`config.mk`:
```
export PLATFORM = sky130hd
export DESIGN_NAME = dma_to_sdram
export DESIGN_NICKNAME = d
export VERILOG_FILES = /design/src/rtl/dma_to_sdram_pkg.sv /design/src/rtl/dma_to_sdram_fifo.sv /design/src/rtl/dma_to_sdram.sv
export SDC_FILE = /design/constraint.sdc
export NUM_CORES = 1
export LEC_CHECK = 0
export CAP_MARGIN = 5
export CORE_ASPECT_RATIO = 1.75
export CORE_MARGIN = 5
export CORE_UTILIZATION = 64
export DETAILED_ROUTE_END_ITERATION = 16
export GPL_TIMING_DRIVEN = 1
export PLACE_DENSITY = 0.87
export SETUP_SLACK_MARGIN = 0.2
export SYNTH_ARGS = -nofsm -noshare
export SYNTH_HDL_FRONTEND = slang
export SYNTH_SLANG_ARGS = --single-unit
```
`constraint.sdc`:
```
create_clock -name clk -period 13.85 [get_ports clk]
set_input_delay 2.77 -clock clk [delete_from_list [all_inputs] [get_ports clk]]
set_output_delay 2.77 -clock clk [all_outputs]
set_load 0.02 [all_outputs]
```
`src/rtl/dma_to_sdram_pkg.sv`:
```
// Shared types and constants for the frame-RAM to SDRAM write DMA.
package dma_to_sdram_pkg;

    localparam int unsigned SDRAM_AW  = 29;
    localparam int unsigned SDRAM_BCW = 8;
    localparam int unsigned SDRAM_DW  = 64;

    localparam logic [7:0] SDRAM_BYTEEN = 8'hFF;

    typedef enum logic [1:0] {
        IDLE = 2'd0,
        RUN  = 2'd1,
        DONE = 2'd2
    } state_t;

endpackage

```
`src/rtl/dma_to_sdram_fifo.sv`:
```
// Prefetch FIFO between the frame RAM read port and the Avalon write master.
module dma_wr_fifo #(
    parameter int unsigned W     = 48,
    parameter int unsigned DEPTH = 16
) (
    input  logic                     clk,
    input  logic                     rst_n,
    input  logic                     push,
    input  logic [W-1:0]             push_data,
    input  logic                     pop,
    output logic [W-1:0]             head,
    output logic [$clog2(DEPTH):0]   count
);

    localparam int unsigned AW = $clog2(DEPTH);
    localparam int unsigned CW = AW + 1;

    logic [W-1:0]  mem [DEPTH];
    logic [AW-1:0] wr_ptr;
    logic [AW-1:0] rd_ptr;

    // Storage array, written on push only.
    always_ff @(posedge clk) begin
        if (push) begin
            mem[wr_ptr] <= push_data;
        end
    end

    // Pointer and occupancy bookkeeping; pointers wrap explicitly so DEPTH need not be a power of two.
    always_ff @(posedge clk or negedge rst_n) begin
        if (!rst_n) begin
            wr_ptr <= '0;
            rd_ptr <= '0;
            count  <= '0;
        end else begin
            if (push) begin
                wr_ptr <= (wr_ptr == AW'(DEPTH - 1)) ? '0 : wr_ptr + AW'(1);
            end
            if (pop) begin
                rd_ptr <= (rd_ptr == AW'(DEPTH - 1)) ? '0 : rd_ptr + AW'(1);
            end
            case ({push, pop})
                2'b10:   count <= count + CW'(1);
                2'b01:   count <= count - CW'(1);
                default: count <= count;
            endcase
        end
    end

    assign head = mem[rd_ptr];

endmodule

```
`src/rtl/dma_to_sdram.sv`:
```
// Streams frame RAM words to HPS SDRAM as fixed-length Avalon-MM write bursts.
module dma_to_sdram
    import dma_to_sdram_pkg::*;
#(
    parameter int unsigned ADDR_W     = SDRAM_AW,
    parameter int unsigned SRC_AW     = 10,
    parameter int unsigned SRC_W      = 48,
    parameter int unsigned MAX_BURST  = 8,
    parameter int unsigned FIFO_DEPTH = 16
) (
    input  logic              clk,
    input  logic              rst_n,
    input  logic              start,
    input  logic [ADDR_W-1:0] begin_address,
    input  logic [31:0]       size_buffer,
    output logic              busy,
    output logic              done,
    output logic [SRC_AW-1:0] src_address,
    output logic              src_rd,
    input  logic [SRC_W-1:0]  src_data,
    output logic [ADDR_W-1:0] sdram0_data_address,
    output logic [7:0]        sdram0_data_burstcount,
    output logic              sdram0_data_write,
    output logic [63:0]       sdram0_data_writedata,
    output logic [7:0]        sdram0_data_byteenable,
    input  logic              sdram0_data_waitrequest
);

    localparam int unsigned N_W    = SRC_AW + 1;
    localparam int unsigned CNT_W  = $clog2(FIFO_DEPTH) + 1;
    localparam int unsigned BEAT_W = SDRAM_BCW;
    localparam logic [N_W-1:0] N_MAX = N_W'(2 ** SRC_AW);

    state_t            state;
    logic              start_q;
    logic [ADDR_W-1:0] addr_q;
    logic [SRC_AW-1:0] rd_idx;
    logic [N_W-1:0]    rd_left;
    logic [N_W-1:0]    wr_left;
    logic [BEAT_W-1:0] beats_left;
    logic              rd_vld_q;
    logic [CNT_W-1:0]  fifo_count;
    logic [SRC_W-1:0]  fifo_head;

    logic              start_edge_c;
    logic [N_W-1:0]    n_c;
    logic [BEAT_W-1:0] burst_len_c;
    logic              room_c;
    logic              issue_rd_c;
    logic              accept_c;
    logic              last_beat_c;
    logic              burst_go_c;
    logic              fifo_pop_c;

    // Words returning from the frame RAM land in the prefetch FIFO; the word on the bus is held outside it.
    dma_wr_fifo #(
        .W     (SRC_W),
        .DEPTH (FIFO_DEPTH)
    ) u_fifo (
        .clk       (clk),
        .rst_n     (rst_n),
        .push      (rd_vld_q),
        .push_data (src_data),
        .pop       (fifo_pop_c),
        .head      (fifo_head),
        .count     (fifo_count)
    );

    // Start edge, length clamp, fill-side flow control and burst handshake decode.
    always_comb begin
        start_edge_c = start && !start_q;
        n_c          = (size_buffer > 32'(N_MAX)) ? N_MAX : N_W'(size_buffer);
        burst_len_c  = (wr_left >= N_W'(MAX_BURST)) ? BEAT_W'(MAX_BURST) : BEAT_W'(wr_left);
        room_c       = (32'(fifo_count) + 32'(src_rd) + 32'(rd_vld_q)) < FIFO_DEPTH;
        issue_rd_c   = (state == RUN) && (rd_left != '0) && room_c;
        accept_c     = sdram0_data_write && !sdram0_data_waitrequest;
        last_beat_c  = accept_c && (beats_left == BEAT_W'(1));
        burst_go_c   = (state == RUN) && !sdram0_data_write && (wr_left != '0) &&
                       (32'(fifo_count) >= 32'(burst_len_c));
        fifo_pop_c   = burst_go_c || (accept_c && !last_beat_c);
    end

    // Control FSM with frame RAM reader and Avalon burst master; done fires either on the
    // final accepted beat or, for an empty transfer, on the way out of DONE.
    always_ff @(posedge clk or negedge rst_n) begin
        if (!rst_n) begin
            state                  <= IDLE;
            start_q                <= 1'b0;
            addr_q                 <= '0;
            rd_idx                 <= '0;
            rd_left                <= '0;
            wr_left                <= '0;
            beats_left             <= '0;
            rd_vld_q               <= 1'b0;
            busy                   <= 1'b0;
            done                   <= 1'b0;
            src_address            <= '0;
            src_rd                 <= 1'b0;
            sdram0_data_address    <= '0;
            sdram0_data_burstcount <= '0;
            sdram0_data_write      <= 1'b0;
            sdram0_data_writedata  <= '0;
        end else begin
            start_q  <= start;
            done     <= 1'b0;
            rd_vld_q <= src_rd;
            case (state)
                IDLE: begin
                    src_rd <= 1'b0;
                    if (start_edge_c) begin
                        addr_q  <= begin_address;
                        wr_left <= n_c;
                        busy    <= 1'b1;
                        if (n_c == '0) begin
                            rd_left <= '0;
                            state   <= DONE;
                        end else begin
                            src_rd      <= 1'b1;
                            src_address <= '0;
                            rd_idx      <= SRC_AW'(1);
                            rd_left     <= n_c - N_W'(1);
                            state       <= RUN;
                        end
                    end
                end
                RUN: begin
                    src_rd <= issue_rd_c;
                    if (issue_rd_c) begin
                        src_address <= rd_idx;
                        rd_idx      <= rd_idx + SRC_AW'(1);
                        rd_left     <= rd_left - N_W'(1);
                    end
                    if (burst_go_c) begin
                        sdram0_data_write      <= 1'b1;
                        sdram0_data_address    <= addr_q;
                        sdram0_data_burstcount <= burst_len_c;
                        sdram0_data_writedata  <= SDRAM_DW'(fifo_head);
                        beats_left             <= burst_len_c;
                    end else if (accept_c) begin
                        wr_left    <= wr_left - N_W'(1);
                        beats_left <= beats_left - BEAT_W'(1);
                        if (last_beat_c) begin
                            sdram0_data_write <= 1'b0;
                            addr_q            <= addr_q + ADDR_W'(sdram0_data_burstcount);
                            if (wr_left == N_W'(1)) begin
                                done  <= 1'b1;
                                busy  <= 1'b0;
                                state <= DONE;
                            end
                        end else begin
                            sdram0_data_writedata <= SDRAM_DW'(fifo_head);
                        end
                    end
                end
                DONE: begin
                    src_rd <= 1'b0;
                    done   <= !done;
                    busy   <= 1'b0;
                    state  <= IDLE;
                end
                default: state <= IDLE;
            endcase
        end
    end

    assign sdram0_data_byteenable = SDRAM_BYTEEN;

endmodule

```
==> reports/metrics.yaml <==
place:
  dp_hpwl_mm: 52.18
  finalWeightedCongestion: 0.9528
  post-place-ws_ns: 6.673
  io_buffer_count: 211
  dpl_cell_area_sq_um: 41630
detailed_routing:
  drt_iter0_markers: 1951
  vias: 21398
  vias_per_cell: 6.740
  avgRoutedWirePerCell_microns: 29.84
  drtAntennaViolNets: 0
  drt_wl_total_mm: 94.74
  dr.pass1.iters: 7
  drc: 0
sta:
  finalSetupViolCount: 0
  rsz0062_at_grt: "false"
  setup_slack_ns: 7.235
  fin_crit_ns: 6.615
  finalClockSkew_ns: 0.02407
  maxSlewViolCount: 0
  fin_crit_sh: 0.4776
  max_slew_margin: 0.1821
  hold_violations: 0
  timing.fmax_mhz: 151.2
  finalSetupTns_ns: 0
  worstMarginPinSlew_ns: 1.224
worst_setup_path:
  worstSetupPathType: "in -> reg"
  r2r_cells: 10
  endpoint_kind: "register"
  reg2reg_from: "wr_left[4]$_DFFE_PN0P_"
  reg2reg_slack_ns: 9.02
  worst-endpoint-required_ns: 14.40
  crit_path_end: "rd_idx[8]$_DFFE_PN0P_"
  critPathMaxFanout: 39
  crit_path_start: "size_buffer[2]"
  rr_endpoint: "sdram0_data_writedata[34]$_DFFE_PN0P_"
  arrival_ns: 7.17
  crit_path_start_kind: "input pin"
grt:
  antenna_found_initial: 9
  grt_pass1_vias: 22424
  grt_max_degree: 114
  grt_usage: 0.2904
  grt.overflow.total: 0
  grt_pass1_wl_mm: 142.1
clock_network:
  cts-htree-levels: 3
  cts_buffer_depth: 3
  path_clk_slew_ns: 0.07
  cts-root-buf: "clkbuf_16"
  post_cts_buffers: 0
  cts_sinks: 953
  cts_buffers: 79
  insertion_delay_ns: 0.63
  cts_tree: "done"
  cts_hold_buf: 0
  cts_resized: 0
yosys:
  synth_cells: 2107
  synth_cell_type_count: 69
  yosysSeqAreaShare: 0.7133
  synthArstFlopShare: 0.1941
  ys_ff_latch: 953
  ys.flop_type: "edfxtp_1"
  avgSynthCellArea_sq_um: 18.42
  synth-edff-count: 768
  synth_area_sq_um: 38820
  yosysWarnings: 0
final_layout:
  n_fill_cell: 3337
  final_util: 0.7356
  final_area_sq_um: 44250
  final_common_cell: "edfxtp_1"
  nNetsFinal: 2470
  syn_to_final_growth_pct: 13.98
  seqCellArea_sq_um: 27710
  drive_gt1_frac: 0.2019
  final_cell_mix: "768 x edfxtp_1, 240 x mux4_2, 210 x clkdlybuf4s50_1, 181 x dfrtp_1, 170 x nand2_1"
  multi_input_area_sq_um: 10450
floorplanning:
  io_pins: 236
  dieArea_sq_um: 65880
  die_y_microns: 335.8
  start_util: 0.6454
  coreArea_sq_um: 60150
  num_rows: 119
  die_w_microns: 196.2
power_and_ir_drop:
  p_leak_uw: 0.01506
  power_density_nw_per_um2: 203.0
  vdd_ir_drop_max_v: 0.0001924
worst_hold_path:
  hold_path.class: "reg -> reg"
outcome:
  status: "completed"
job:
  drv_cap: 0
cells in the mapped netlist, types with 4 or more instances:
cell	instances	share of area
xnor2_1	13	0.0029
nand3_1	28	0.0036
nor2_1	69	0.0067
a211oi_1	8	0.0015
ha_1	34	0.011
dfrtp_1	185	0.12
o22ai_1	9	0.0015
o221ai_1	8	0.0018
o211ai_1	8	0.0015
a221oi_1	6	0.0014
and3_1	12	0.0019
nand4_1	14	0.0023
mux2_4	20	0.0077
o211a_1	5	0.0013
nor4_1	11	0.0018
mux4_2	240	0.14
xor2_1	10	0.0023
buf_6	20	0.0058
inv_1	31	0.0030
buf_1	13	0.0013
mux2i_1	14	0.0036
and2_1	11	0.0018
and4_1	4	0.00090
nor2b_1	4	0.00064
nor3_1	26	0.0034
buf_2	15	0.0019
a21oi_1	39	0.0050
nand2b_1	9	0.0015
a21o_1	11	0.0021
a22oi_1	12	0.0023
o21ai_0	71	0.0092
nand3b_1	8	0.0015
o31ai_1	11	0.0021
or4_1	7	0.0014
a31oi_1	5	0.00081
clkbuf_1	60	0.0058
mux2_2	33	0.0096
nand2_1	170	0.016
buf_4	26	0.0050
edfxtp_1	768	0.59
or3_1	12	0.0019
power breakdown:
group	total, uW	switching (uW)	leakage, uW	internal, uW
registers	3920	404	0.00919	3510
clock network	2280	1010	0.00127	1270
logic	2790	1420	0.00460	1370
logic make-up (layout without fill, tap and decap cells):
group	after synthesis	count (layout)	synth area share
simple gates	398	398	0.04906
other cells	2	32	0.0001935
compound gates	223	223	0.03726
buf+inv	165	417	0.02282
flops	953	953	0.7133
xor+xnor	23	23	0.005189
fa+ha+maj	36	36	0.01199
mux	307	307	0.1602
worst min-delay path by stage:
stage                                   startpoint                             endpoint  slack [ns]  cells after the start
3_3_place_gp   sdram0_data_address[11]$_DFFE_PN0P_  sdram0_data_address[11]$_DFFE_PN0P_        0.46                      2
3_5_place_dp    sdram0_data_address[7]$_DFFE_PN0P_   sdram0_data_address[7]$_DFFE_PN0P_        0.46                      2
6_report        sdram0_data_address[7]$_DFFE_PN0P_   sdram0_data_address[7]$_DFFE_PN0P_        0.47                      2
5_1_grt        sdram0_data_address[16]$_DFFE_PN0P_  sdram0_data_address[16]$_DFFE_PN0P_        0.50                      2
4_1_cts         sdram0_data_address[7]$_DFFE_PN0P_   sdram0_data_address[7]$_DFFE_PN0P_        0.48                      2
2_1_floorplan          u_fifo.count[4]$_DFFE_PN0P_          u_fifo.count[4]$_DFFE_PN0P_        0.46                      1
critical path, cell delays in order:
cell             delay (ns)
clkdlybuf4s50_1        0.52
nor3_1                 0.42
nand3_1                0.23
a211oi_2               0.94
nand2_1                0.25
ha_1                   0.41
nand4_1                0.24
nor3_2                 0.12
a21o_1                 0.55
or4_1                  0.62
nand3_1                0.09
sequential cells by signal, summed over array words and instances (netlist names), 2 cells and up:
register and flops:
addr_q 29, beats_left 8, rd_idx 10, rd_left 11, sdram0_data_address 29, sdram0_data_burstcount 8
sdram0_data_writedata 48, src_address 10, state 2, u_fifo.count 5, u_fifo.mem 768, u_fifo.rd_ptr 4
u_fifo.wr_ptr 4, wr_left 11
stage by stage:
| step | std cells | power (uW) | hold slack, ns |
|---|---|---|---|
| after floorplan | 2130 | 5824 | 0.4636 |
| after detailed placement | 3026 | 6715 | 0.4625 |
| final | 3175 | 8983 | 0.4730 |
| after global routing | 3174 | 9378 | 0.4996 |
| after global placement | 3026 | 6579 | 0.4584 |
| after CTS | 3168 | 9029 | 0.4784 |
layer usage:
| layer | up-vias | global-route usage | routed length (microns) | part of all wire |
|---|---|---|---|---|
| li1 | 8798 | - | - | - |
| met1 | 11100 | 0.3631 | 32550 | 0.34 |
| met2 | 1263 | 0.5143 | 51290 | 0.54 |
| met3 | 231 | 0.05202 | 7573 | 0.080 |
| met4 | 6 | 0.1066 | 3282 | 0.035 |
| met5 | - | 0 | 41 | 0.00043 |
layout make-up:
type                       count  area share
tap                          786     0.02223
antenna                        7   0.0003959
inverter                      31    0.002630
sequential                   953      0.6262
clock buffer                  97     0.04807
multi-input combinational   1012      0.2361
timing repair buffer         244     0.05370
clock inverter                45     0.01069
No activity file was read; power rests on OpenSTA's default activity.
